$ cat config.mk
export PLATFORM = sky130hd
export DESIGN_NAME = vram_arbiter
export DESIGN_NICKNAME = d
export VERILOG_FILES = /design/src/rtl/vram_arbiter.sv
export SDC_FILE = /design/constraint.sdc
export NUM_CORES = 1
export LEC_CHECK = 0
export BUFFER_PORTS_ARGS = -buffer_cell sky130_fd_sc_hd__buf_2
export CAP_MARGIN = 10
export CORE_MARGIN = 10
export CORE_UTILIZATION = 42
export CTS_CLUSTER_SIZE = 16
export DETAILED_ROUTE_END_ITERATION = 10
export HOLD_SLACK_MARGIN = 0.08
export SETUP_SLACK_MARGIN = 0.5
export SLEW_MARGIN = 20
export SYNTH_ARGS = -nofsm -noshare
export SYNTH_HDL_FRONTEND = slang
export SYNTH_SLANG_ARGS = --single-unit
$ cat constraint.sdc
create_clock -name i_clk -period 2.3 [get_ports i_clk]
set_input_delay 0 -clock i_clk [delete_from_list [all_inputs] [get_ports i_clk]]
set_output_delay 0 -clock i_clk [all_outputs]
set_load 0.05 [all_outputs]
$ cat src/rtl/vram_arbiter.sv
// vram_arbiter: shares one single-port, synchronous-read video RAM between the display
// pixel fetch and a buffered host write port.
//
// Display fetches happen at the first column of every 2^SHIFT-wide block inside the
// visible area and always own the RAM on that cycle. Every other cycle is a write slot,
// in which the head of a small host write FIFO is retired into the RAM. Entries whose
// address is beyond the framebuffer are dropped and flagged with a one-cycle error pulse.
//
// Ports:
//   i_clk        pixel clock
//   i_rst        asynchronous, active-high reset
//   i_col_count  current column from the timing counters
//   i_row_count  current row from the timing counters
//   i_wr_valid   host write request
//   i_wr_addr    host write word address
//   i_wr_data    host write data
//   o_wr_ready   FIFO can accept this cycle (!full, or full with a pop this cycle)
//   o_wr_err     one-cycle pulse: popped entry had an out-of-range address
//   o_mem_addr   RAM address (registered)
//   o_mem_we     RAM write enable (registered)
//   o_mem_wdata  RAM write data (registered)
//   i_mem_rdata  RAM read data, valid one cycle after o_mem_addr
//   o_pixel      pixel for the counts presented three cycles earlier, 0 in blanking
//   o_active     o_pixel lies in the visible area (same alignment)

module vram_arbiter #(
  parameter int unsigned ACTIVE_COLS = 640,
  parameter int unsigned ACTIVE_ROWS = 480,
  parameter int unsigned SHIFT       = 2,
  parameter int unsigned ADDR_W      = 15,
  parameter int unsigned DATA_W      = 12,
  parameter int unsigned FIFO_DEPTH  = 4
) (
  input  logic              i_clk,
  input  logic              i_rst,
  input  logic [9:0]        i_col_count,
  input  logic [9:0]        i_row_count,
  input  logic              i_wr_valid,
  input  logic [ADDR_W-1:0] i_wr_addr,
  input  logic [DATA_W-1:0] i_wr_data,
  output logic              o_wr_ready,
  output logic              o_wr_err,
  output logic [ADDR_W-1:0] o_mem_addr,
  output logic              o_mem_we,
  output logic [DATA_W-1:0] o_mem_wdata,
  input  logic [DATA_W-1:0] i_mem_rdata,
  output logic [DATA_W-1:0] o_pixel,
  output logic              o_active
);

  localparam int unsigned BLOCK_COLS = ACTIVE_COLS >> SHIFT;
  localparam int unsigned MEM_DEPTH  = BLOCK_COLS * (ACTIVE_ROWS >> SHIFT);
  localparam int unsigned PTR_W      = $clog2(FIFO_DEPTH);

  typedef enum logic [0:0] {
    StBlank,
    StScan
  } state_e;

  // --------------------------------------------------------------------------
  // Slot decode from the raw counts
  // --------------------------------------------------------------------------
  logic              visible;
  logic              display_slot;
  logic              write_slot;
  logic [ADDR_W-1:0] fetch_addr;

  always_comb begin
    visible      = (32'(i_row_count) < ACTIVE_ROWS) && (32'(i_col_count) < ACTIVE_COLS);
    display_slot = visible && (i_col_count[SHIFT-1:0] == '0);
    fetch_addr   = ADDR_W'((32'(i_row_count) >> SHIFT) * BLOCK_COLS +
                           (32'(i_col_count) >> SHIFT));
  end

  // --------------------------------------------------------------------------
  // Region FSM: tracks blanking vs. scan and decides which cycles are write slots.
  // The registered state doubles as the first stage of the o_active pipeline.
  // --------------------------------------------------------------------------
  state_e state_q, state_d;

  always_ff @(posedge i_clk or posedge i_rst) begin
    if (i_rst) begin
      state_q <= StBlank;
    end else begin
      state_q <= state_d;
    end
  end

  always_comb begin
    state_d    = StBlank;
    write_slot = 1'b1;
    if (visible) begin
      state_d = StScan;
    end
    unique case (state_d)
      StBlank: write_slot = 1'b1;
      StScan:  write_slot = (i_col_count[SHIFT-1:0] != '0);
      default: write_slot = 1'b0;
    endcase
  end

  // --------------------------------------------------------------------------
  // Host write FIFO (pointers carry one extra wrap bit to tell full from empty)
  // --------------------------------------------------------------------------
  logic [ADDR_W-1:0] fifo_addr [FIFO_DEPTH];
  logic [DATA_W-1:0] fifo_data [FIFO_DEPTH];
  logic [PTR_W:0]    wr_ptr_q, rd_ptr_q;
  logic              fifo_empty;
  logic              fifo_full;
  logic              pop;
  logic              push;
  logic              wr_ready;
  logic [ADDR_W-1:0] head_addr;
  logic [DATA_W-1:0] head_data;
  logic              head_in_range;

  localparam logic [PTR_W:0] PtrOne = {{PTR_W{1'b0}}, 1'b1};

  always_comb begin
    fifo_empty    = (wr_ptr_q == rd_ptr_q);
    fifo_full     = (wr_ptr_q[PTR_W] != rd_ptr_q[PTR_W]) &&
                    (wr_ptr_q[PTR_W-1:0] == rd_ptr_q[PTR_W-1:0]);
    pop           = write_slot && !fifo_empty;
    // A full FIFO still accepts when its head leaves in the same cycle.
    wr_ready      = !fifo_full || pop;
    push          = i_wr_valid && wr_ready;
    head_addr     = fifo_addr[rd_ptr_q[PTR_W-1:0]];
    head_data     = fifo_data[rd_ptr_q[PTR_W-1:0]];
    head_in_range = (32'(head_addr) < MEM_DEPTH);
  end

  assign o_wr_ready = wr_ready;

  // Entry storage needs no reset: it is only read when the pointers say it is valid.
  always_ff @(posedge i_clk) begin
    if (push) begin
      fifo_addr[wr_ptr_q[PTR_W-1:0]] <= i_wr_addr;
      fifo_data[wr_ptr_q[PTR_W-1:0]] <= i_wr_data;
    end
  end

  always_ff @(posedge i_clk or posedge i_rst) begin
    if (i_rst) begin
      wr_ptr_q <= '0;
      rd_ptr_q <= '0;
    end else begin
      if (push) begin
        wr_ptr_q <= wr_ptr_q + PtrOne;
      end
      if (pop) begin
        rd_ptr_q <= rd_ptr_q + PtrOne;
      end
    end
  end

  // --------------------------------------------------------------------------
  // RAM command register: fetch wins, otherwise retire the FIFO head
  // --------------------------------------------------------------------------
  logic [ADDR_W-1:0] mem_addr_q;
  logic              mem_we_q;
  logic [DATA_W-1:0] mem_wdata_q;
  logic              wr_err_q;

  always_ff @(posedge i_clk or posedge i_rst) begin
    if (i_rst) begin
      mem_addr_q  <= '0;
      mem_we_q    <= 1'b0;
      mem_wdata_q <= '0;
      wr_err_q    <= 1'b0;
    end else begin
      mem_we_q <= 1'b0;
      wr_err_q <= 1'b0;
      if (display_slot) begin
        mem_addr_q <= fetch_addr;
      end else if (pop) begin
        if (head_in_range) begin
          mem_addr_q  <= head_addr;
          mem_wdata_q <= head_data;
          mem_we_q    <= 1'b1;
        end else begin
          // Out-of-range entry is consumed without touching the RAM.
          wr_err_q <= 1'b1;
        end
      end
    end
  end

  assign o_mem_addr  = mem_addr_q;
  assign o_mem_we    = mem_we_q;
  assign o_mem_wdata = mem_wdata_q;
  assign o_wr_err    = wr_err_q;

  // --------------------------------------------------------------------------
  // Pixel pipeline: fetch flag and active flag follow the RAM latency, the hold
  // register repeats each fetched word across its block.
  // --------------------------------------------------------------------------
  logic              fetch_q1;
  logic              fetch_q2;
  logic              active_q2;
  logic              active_q3;
  logic [DATA_W-1:0] hold_q;
  logic [DATA_W-1:0] pixel_q;

  always_ff @(posedge i_clk or posedge i_rst) begin
    if (i_rst) begin
      fetch_q1  <= 1'b0;
      fetch_q2  <= 1'b0;
      active_q2 <= 1'b0;
      active_q3 <= 1'b0;
      hold_q    <= '0;
      pixel_q   <= '0;
    end else begin
      fetch_q1  <= display_slot;
      fetch_q2  <= fetch_q1;
      active_q2 <= (state_q == StScan);
      active_q3 <= active_q2;
      if (fetch_q2) begin
        hold_q <= i_mem_rdata;
      end
      if (!active_q2) begin
        pixel_q <= '0;
      end else if (fetch_q2) begin
        pixel_q <= i_mem_rdata;
      end else begin
        pixel_q <= hold_q;
      end
    end
  end

  assign o_pixel  = pixel_q;
  assign o_active = active_q3;

endmodule
== Yosys cells after proc, flatten, opt, wreduce, memory -nomap -nowiden ==
Memories as Yosys holds them, arrays and structs flattened. A register that Yosys moved wholly into a read port is not among the register bits.
Cells that the tools add are included.
Storage, ports and cells
  bits in registers: 52
  memory bits (writable): 108
  output and inout port bits: 43
  memories: 2
Cells by class
  add/subtract/negate cells: 3
  multiply operators: 1
  $lt $le $gt $ge: 3
  eq/ne operators: 3
  muxes and demuxes: 15
  bitwise operators: 2
  reductions and logical operators: 14
Memories
  fifo_addr: depth 4, bits a word 15, rd ports 1, clocked after memory_dff 0, write ports 1, RTL line 105  | logic [ADDR_W-1:0] fifo_addr [FIFO_DEPTH];
  fifo_data: depth 4, bits a word 12, rd ports 1, clocked after memory_dff 1, write ports 1, RTL line 106  | logic [DATA_W-1:0] fifo_data [FIFO_DEPTH];
Operators with widths (number)
  15-bit 2-to-1 mux: 3
  12-bit 2-to-1 mux: 2
  15-bit by 8-bit adder with 15-bit output: 1
  15-bit < comparator, second input constant: 1
  10-bit < comparator, second input constant: 1
  10-bit by 9-bit < comparator with 1-bit output, second input constant: 1
  8-bit by 3-bit multiplier with 10-bit output, second input constant: 1
  1-bit 2-to-1 mux: 9
  3-bit by 1-bit adder with 3-bit output, second input constant: 2
  2-bit nonzero test: 3
  1-bit logical AND: 5
  3-bit equality test: 1
  3-bit AND reduction: 1
  2-bit equality test: 1
  1-bit logical NOT: 2
  2-bit logical NOT: 1
  1-bit NOT: 2
  1-bit one-hot mux with 2 select lines: 1
  2-bit AND reduction: 1
  1-bit logical OR: 1
  1-bit inequality test: 1

== Logic depth before layout (Yosys ltp) ==
Gate-level depths: netlist of the first run.
  word-level depth: 10
  depth in mapped cells: 10

== Worst setup path after synthesis of the first run ==
OpenSTA, ideal clock, no wires.
  path type: flip-flop to flip-flop
  start: register rd_ptr_q[1]
  end: register wr_ptr_q[2]
  setup time: 170 ps
  data arrival time: 2333 ps
  data required time: 2130 ps
  path slack: -203 ps
  cell stages (with the launch flop): 6
  path buffers: 1
  clock period less this slack: 2503 ps
  path through: dfrtp_1 > buf_2 > xnor2_1 > nand4_1 > and3_1 > xor2_1
On the way
  longest elaborated chain between the ends: 5
  elaborated cells between the ends (all ways): 8
Ends and longest elaborated chain
  from (decl): RTL line 107  | logic [PTR_W:0] wr_ptr_q, rd_ptr_q;
  from (signal assigned): RTL line 151  | rd_ptr_q <= rd_ptr_q + PtrOne;
  3-bit equality test / 2-bit equality test (equally long branches): RTL line 120, 122
  1-bit logical NOT / 1-bit logical AND (equally long branches): RTL line 123, 121
  1-bit logical AND / 1-bit logical NOT (equally long branches): RTL line 123, 125
  1-bit logical OR (*): RTL line 125  | wr_ready = !fifo_full || pop;
  via o_wr_ready: RTL line 41  | output logic o_wr_ready,
  1-bit logical AND (*): RTL line 126  | push = i_wr_valid && wr_ready;
  to (signal assigned): RTL line 148  | wr_ptr_q <= wr_ptr_q + PtrOne;
  to (decl): RTL line 107
Mark *: on every way through the listed nets, which the timed path passes. The rest lies on a longest branch.
A chain may end at the register's enable or synchronous reset.

== Worst setup path after layout of the first run ==
  start: register rd_ptr_q[0]
  end: register mem_wdata_q[0], in the netlist o_mem_wdata[0] (read register of fifo_data)
On the way
  longest elaborated chain between the ends: 4
  elaborated cells between the ends (all ways): 6
Ends and longest elaborated chain
  branches (longest 4 deep; another with memory read 4 x 15 bit)
  to (decl): RTL line 161  | logic [DATA_W-1:0] mem_wdata_q;
Several ways; the timed one is not identified.

==> impl_metrics.csv, run 1 <==
group,metric,value,unit
synth,ys_seq_area_share,69.5,%
placed_design,io_buffers,102,
sta,rsz0062_at_grt,"true",
setup_path,start_kind,"flop",
placed_design,gp_congestion,0.816,
synth,synth_edf_count,108,
global_routing,grt_start_max_net_pins,37,
final_layout,utilization,58.5,%
power_and_ir_drop,p_leak,0.00393,uW
synth,postSynthAreaPerCell,17.5,sq um
cts,clk_latency,420,ps
placed_design,hpwl,10400,microns
synth,ys_ff_latch,172,
cts,clk_pin_slew,60,ps
sta,setup_tns,-1370,ps
hold_path,hp-class,"input port to flop",
global_routing,grt_overflow,0,
setup_path,crit_fanout,11,
final_layout,area_growth,37.6,%
detailed_routing,firstDrtPassIters,4,
synth,ys.flop_type,"edfxtp_1",
setup_path,cp.arrival,2700,ps
floorplanning,dieHeight,149,microns
setup_path,worstPathRequired,2600,ps
sta,drv_slew,0,
power_and_ir_drop,p_per_area,1320,nW/um^2
power_and_ir_drop,ir_drop,0.000751,V
run_status,violations,"setup timing",
cts,numCtsBuffers,17,
sta,fin_crit_sh,105,%
global_routing,grt_pass1_wl,24900,microns
synth,async_reset_ff_share,37.2,%
floorplanning,dieArea,22100,sq um
sta,max_freq,416,MHz
synth,synth_cells,399,
setup_path,critical_path.top_delay_family,"multiplexers",
sta,setup_violations,19,
floorplanning,pin_count,105,
cts,htree_levels,4,
run_status,status,"finished, violations left",
floorplanning,die-width,149,microns
detailed_routing,first_iter_violations,193,
synth,synthAdderAreaFrac,4.17,%
cts,cts_sinks,172,
synth,synth_top_area_share,46.5,%
setup_path,cp-end-kind,"flop",
sta,worst_slack,-106,ps
sta,worst_pin_slew,593,ps
cts,ctsRootBufferMaster,"clkbuf_16",
synth,synth-xor-area-share,2.14,%
synth,synth_mux_area_share,13.6,%
synth,synth_simple_gate_area_share,5.23,%
synth,synth.largest_area_cell,"edfxtp_1",
floorplanning,core.rowCount,47,
detailed_routing,routedWlPerCell,17.8,microns
synth,synthDistinctLibCells,45,
sta,period_needed,2410,ps
synth,yosys_warnings,0,
final_layout,fillers,1265,
detailed_routing,ant_nets,0,
setup_path,slowest_delay,530,ps
job,drv_cap,0,
sta,worst_clock_skew,7.84,ps
sta,max_slew_margin,60.4,%
floorplanning,start_util,42.5,%
synth,synth_nets,483,
synth,synth_top_family_by_area,"multiplexers",
sta,hold_viol_final,0,
floorplanning,core,16400,sq um
final_layout,layout-drive-gt1-share,41.0,%
setup_path,crit_chain,"mux4_2, a21o_1, a211o_1, a21oi_4, buf_4, buf_12, mux2_2",
detailed_routing,drc,0,
detailed_routing,routed_via_density,4.84,
synth,syn-cell-area,6970,sq um
final_layout,fin_nets,695,
detailed_routing,drt_wl_total,15100,microns
global_routing,grt.total_usage,14.5,%
detailed_routing,dr_total_vias,4091,
setup_path,cp_slowest_cell,"mux4_2",
global_routing,grt_antenna_before_repair,1,
setup_path,crit_type,"flop to flop",
synth,synth_compound_area_share,3.66,%
cts,cts_tree,"done",
synth,netlist_top_cells_area,"edfxtp_1, dfrtp_1, mux4_2",
cts,cts_buffer_depth,2,
setup_path,crit_buf_inv,2,
global_routing,grt_pass1_vias,4620,
cell usage in the layout, fill, tap and decap left out, types with 16 or more instances in the layout:
master	n
buf_12	16
edfxtp_1	108
buf_2	101
mux2_2	24
nand2_1	16
ha_1	20
buf_4	31
clkbuf_16	19
dlygate4sd3_1	49
dfrtp_1	63
mux4_2	27
synth_stat cells, drive strengths merged, types with 2 or more instances:
cell,instances
edfxtp,108
dfrtp,64
mux4,27
mux2,25
ha,20
nand2,16
nor2,16
and2,14
inv,12
a21oi,11
xnor2,10
clkbuf,7
xor2,7
buf,6
mux2i,6
and3,5
o21ai,4
o221ai,4
a21o,3
a221o,3
nand3,3
nand4,3
fa,2
nand2b,2
nand4b,2
nor2b,2
nor3,2
o211ai,2
worst paths after layout:
kind | startpoint | to | slack (ps) | depth (start not counted)
min in group asynchronous | i_rst | o_pixel[5] | 200 | 3
setup reg to reg | rd_ptr_q[0] | o_mem_wdata[0] | -110 | 7
hold reg to reg | fetch_q1 | fetch_q2 | 350 | 0
hold / removal | i_col_count[0] | fetch_q1 | 100 | 5
setup / recovery | rd_ptr_q[0] | o_mem_wdata[0] | -110 | 7
max in group asynchronous | i_rst | rd_ptr_q[0] | 1460 | 4
metal layers:
layer  wire [microns]  GRT usage, %  share of wire, %  vias up
met4              164          4.81               1.1        0
met5                0             0                 0        -
li1                 -             -                 -     1957
met1             6520          17.8                43     2017
met2             7390          23.9                49      105
met3              993          4.70               6.6       12
logic make-up after synthesis:
group,after synthesis
AND/OR/NAND/NOR,70
AO/OA/AOI/OAI,35
multiplexers,58
buffers and inverters,25
adder cells (fa/ha/maj),22
flip-flops,172
XOR/XNOR,17
report_power, final:
part / switching, uW / total, uW / internal [uW]
Clock: 1070 / 2750 / 1680
Combinational: 2860 / 5470 / 2610
Sequential: 346 / 4480 / 4140
stage by stage:
step / worst slack [ps] / hold WS [ps] / total power (uW) / cells / instance area [sq um]
2_1_floorplan: -41.8 / 65.8 / 7830 / 399 / 7020
3_3_place_gp: -107 / 94.1 / 9350 / 747 / 8170
3_5_place_dp: -169 / 106 / 9460 / 747 / 8170
4_1_cts: -95.6 / 90.3 / 12700 / 842 / 9530
5_1_grt: -190 / 141 / 13400 / 845 / 9590
6_report: -106 / 105 / 12700 / 845 / 9590
layout make-up:
cell class              count  area, sq um  area share (%)
repair buffers            206         1740            18.1
multi-input cells         202         2090            21.8
diodes                      1         2.50          0.0261
clock inverters             4         22.5           0.235
well taps                 220          275            2.87
flip-flops and latches    172         4850            50.5
clock buffers              28          569            5.94
inverters                  12         45.0           0.470
registers in the layout, summed over array words and instances, names as in the netlist:
name	flops
fifo_addr	60
fetch_q2	1
o_active	1
hold_q	12
active_q2	1
o_pixel	12
o_wr_err	1
o_mem_we	1
rd_ptr_q	3
wr_ptr_q	3
o_mem_wdata	12
fifo_data	48
state_q	1
o_mem_addr	15
fetch_q1	1
worst min-delay path: stages:
cell and delay, ps:
buf_2 80, nor2_1 40, nand4_1 140, inv_1 70
buf_4 160
repair_timing:
item	CTS	global route
hold buffers	49	0
gates cloned	4	0
resized for setup	5	10
hold endpoints to repair	169	0
setup buffers	10	2
setup endpoints to repair	143	144
pin swaps	4	4
Note: power is estimated with default switching activity, not from simulation.
==> run 2: changes to the inputs <==
- CORE_ASPECT_RATIO: unset -> 1.2
==> run 2 against run 1 <==
The run still ends with setup timing left. Wire length grew 4.0%. Combinational power shrank 1%. Final cell count shrank 0.12%. Critical endpoint is now o_mem_wdata[2].
==> impl_metrics.csv, run 2 (synthesis gave the netlist of run 1 again) <==
group,metric,value,unit
placed_design,io_buffers,102,
global_routing,grt_antenna_before_repair,1,
setup_path,cp_slowest_cell,"mux4_2",
placed_design,hpwl,10500,microns
power_and_ir_drop,p_switching,4380,uW
detailed_routing,dr_total_vias,4215,
detailed_routing,firstDrtPassIters,4,
job,drv_cap,0,
detailed_routing,ant_nets,0,
detailed_routing,drc,0,
sta,max_freq,426,MHz
floorplanning,core.rowCount,51,
power_and_ir_drop,p_leak,0.00391,uW
final_layout,fillers,1255,
sta,worst_pin_slew,514,ps
power_and_ir_drop,p_per_area,1320,nW/um^2
floorplanning,start_util,42.8,%
cts,ctsRootBufferMaster,"clkbuf_16",
floorplanning,core,16300,sq um
power_and_ir_drop,power_frac_comb,43.0,%
global_routing,grt_pass1_wl,24800,microns
final_layout,final_common_cell,"edfxtp_1",
final_layout,multi_input_area,2120,sq um
detailed_routing,drt_wl_total,15700,microns
setup_path,critical_path.top_delay_family,"multiplexers",
setup_path,path_depth,6,
setup_path,startpoint,"rd_ptr_q[0]",
sta,rsz0062_at_grt,"true",
sta,setup_violations,15,
setup_path,r2r-end,"o_mem_wdata[2]",
power_and_ir_drop,internal_power,8210,uW
setup_path,cp-end-kind,"flop",
final_layout,layout_common_cells,"edfxtp_1, buf_2, dfrtp_1",
run_status,status,"finished, violations left",
cts,cts_tree,"done",
global_routing,grt_overflow,0,
floorplanning,dieHeight,161,microns
setup_path,reg2reg_depth,6,
sta,max_slew_margin,65.7,%
setup_path,r2r_setup_slack,-50,ps
cts,cts_buffer_depth,2,
floorplanning,die-width,138,microns
setup_path,start_kind,"flop",
placed_design,place_ws,-94.1,ps
detailed_routing,routedWlPerCell,18.6,microns
floorplanning,dieArea,22200,sq um
sta,holdWs,121,ps
global_routing,grt_pass1_vias,4576,
final_layout,regArea,4850,sq um
detailed_routing,routed_via_density,4.99,
setup_path,crit_type,"flop to flop",
sta,fin_crit_sh,102,%
final_layout,utilization,58.7,%
floorplanning,pin_count,105,
sta,drv_slew,0,
setup_path,crit_path_end,"o_mem_wdata[2]",
sta,worst_slack,-50.1,ps
power_and_ir_drop,ir_drop,0.000759,V
setup_path,crit_chain,"mux4_2, a21o_1, a211o_1, a21oi_4, buf_12, mux2_2",
setup_path,rr_startpoint,"rd_ptr_q[0]",
hold_path,hp-class,"input port to flop",
sta,worst_clock_skew,9.28,ps
final_layout,largest_reg_flops,60,
cts,numCtsBuffers,17,
setup_path,cp.arrival,2650,ps
power_and_ir_drop,switching_share,34.8,%
sta,period_needed,2350,ps
cts,cts_sinks,172,
detailed_routing,first_iter_violations,197,
final_layout,fin_nets,702,
power_and_ir_drop,power_frac_clock,21.4,%
global_routing,grt.total_usage,14.6,%
cts,htree_levels,4,
cts,clk_pin_slew,60,ps
run_status,violations,"setup timing",
setup_path,worstPathRequired,2600,ps
setup_path,slowest_delay,540,ps
setup_path,crit_fanout,13,
global_routing,grt_start_max_net_pins,26,
cts,clk_latency,420,ps
power_and_ir_drop,p_seq_share,35.6,%
placed_design,gp_congestion,0.744,
final_layout,area_growth,37.0,%
sta,hold_viol_final,0,
final_layout,layout-drive-gt1-share,41.4,%
setup_path,crit_buf_inv,1,
run 2: changes by cell type in the layout (fill, tap and decap cells not counted), sizes merged:
cell / before / now
clkbuf: 28 / 18
clkinv: 3 / 10
bufbuf: 4 / 0
bufinv: 0 / 2
and3: 5 / 8
clkinvlp: 1 / 2
buf: 153 / 161
run 2: repair_timing:
action | in CTS | in global routing
endpoints found under the setup margin | 139 | 143
hold buffers | 49 | 0
setup buffers | 16 | 4
endpoints found under the hold margin | 160 | 0
pin swaps | 3 | 2
gates resized for setup | 22 | 2
gates cloned | 6 | 0
run 2: worst min path at each step:
stage / slack, ps / endpoint / cells past startpoint / startpoint
after global placement: 50 / o_pixel[0] / 2 / i_rst
after detailed placement: 60 / o_pixel[0] / 2 / i_rst
after floorplan: 70 / state_q / 1 / i_row_count[9]
after global routing: 140 / o_mem_addr[6] / 4 / i_col_count[8]
final: 120 / o_mem_addr[6] / 4 / i_col_count[8]
after CTS: 110 / o_mem_addr[6] / 4 / i_col_count[8]
run 2: routing by layer:
| metal | routed length (microns) | GRT usage [%] | part of all wire (%) |
|---|---|---|---|
| met1 | 6360 | 17.2 | 41 |
| met2 | 8050 | 24.9 | 51 |
| met3 | 1040 | 4.13 | 6.7 |
| met4 | 224 | 4.94 | 1.4 |
| met5 | 0 | 0 | 0 |
run 2: cell type report:
| cell class | count | area share, % |
|---|---|---|
| flip-flops and latches | 172 | 50.8 |
| well taps | 212 | 2.78 |
| repair buffers | 210 | 17.9 |
| multi-input cells | 205 | 22.2 |
| diodes | 1 | 0.0262 |
| clock inverters | 14 | 1.35 |
| inverters | 12 | 0.472 |
| clock buffers | 18 | 4.49 |
run 2: stage by stage:
| step | std cells | total power, uW | area, sq um | TNS [ps] |
|---|---|---|---|---|
| 2_1_floorplan | 399 | 7830 | 7020 | -418 |
| 3_3_place_gp | 736 | 9260 | 8080 | -590 |
| 3_5_place_dp | 736 | 9390 | 8080 | -1100 |
| 4_1_cts | 839 | 12600 | 9480 | -960 |
| 5_1_grt | 844 | 13200 | 9550 | -3020 |
| 6_report | 844 | 12600 | 9550 | -481 |
run 2: power groups by stage:
stage                     logic [uW]  clock network (uW)  registers, uW
after detailed placement        4850                   0           4540
after global placement          4760                   0           4510
after CTS                       5400                2750           4490
final                           5410                2690           4490
after floorplan                 2420                   0           5410
after global routing            5800                2890           4560
run 2: worst reg2reg max path, stage by stage (launching register included):
cell and delay (ps):
dfrtp_2 450, mux4_2 540, a21o_1 190, a211o_1 290
a21oi_4 220, buf_12 200, mux2_2 350
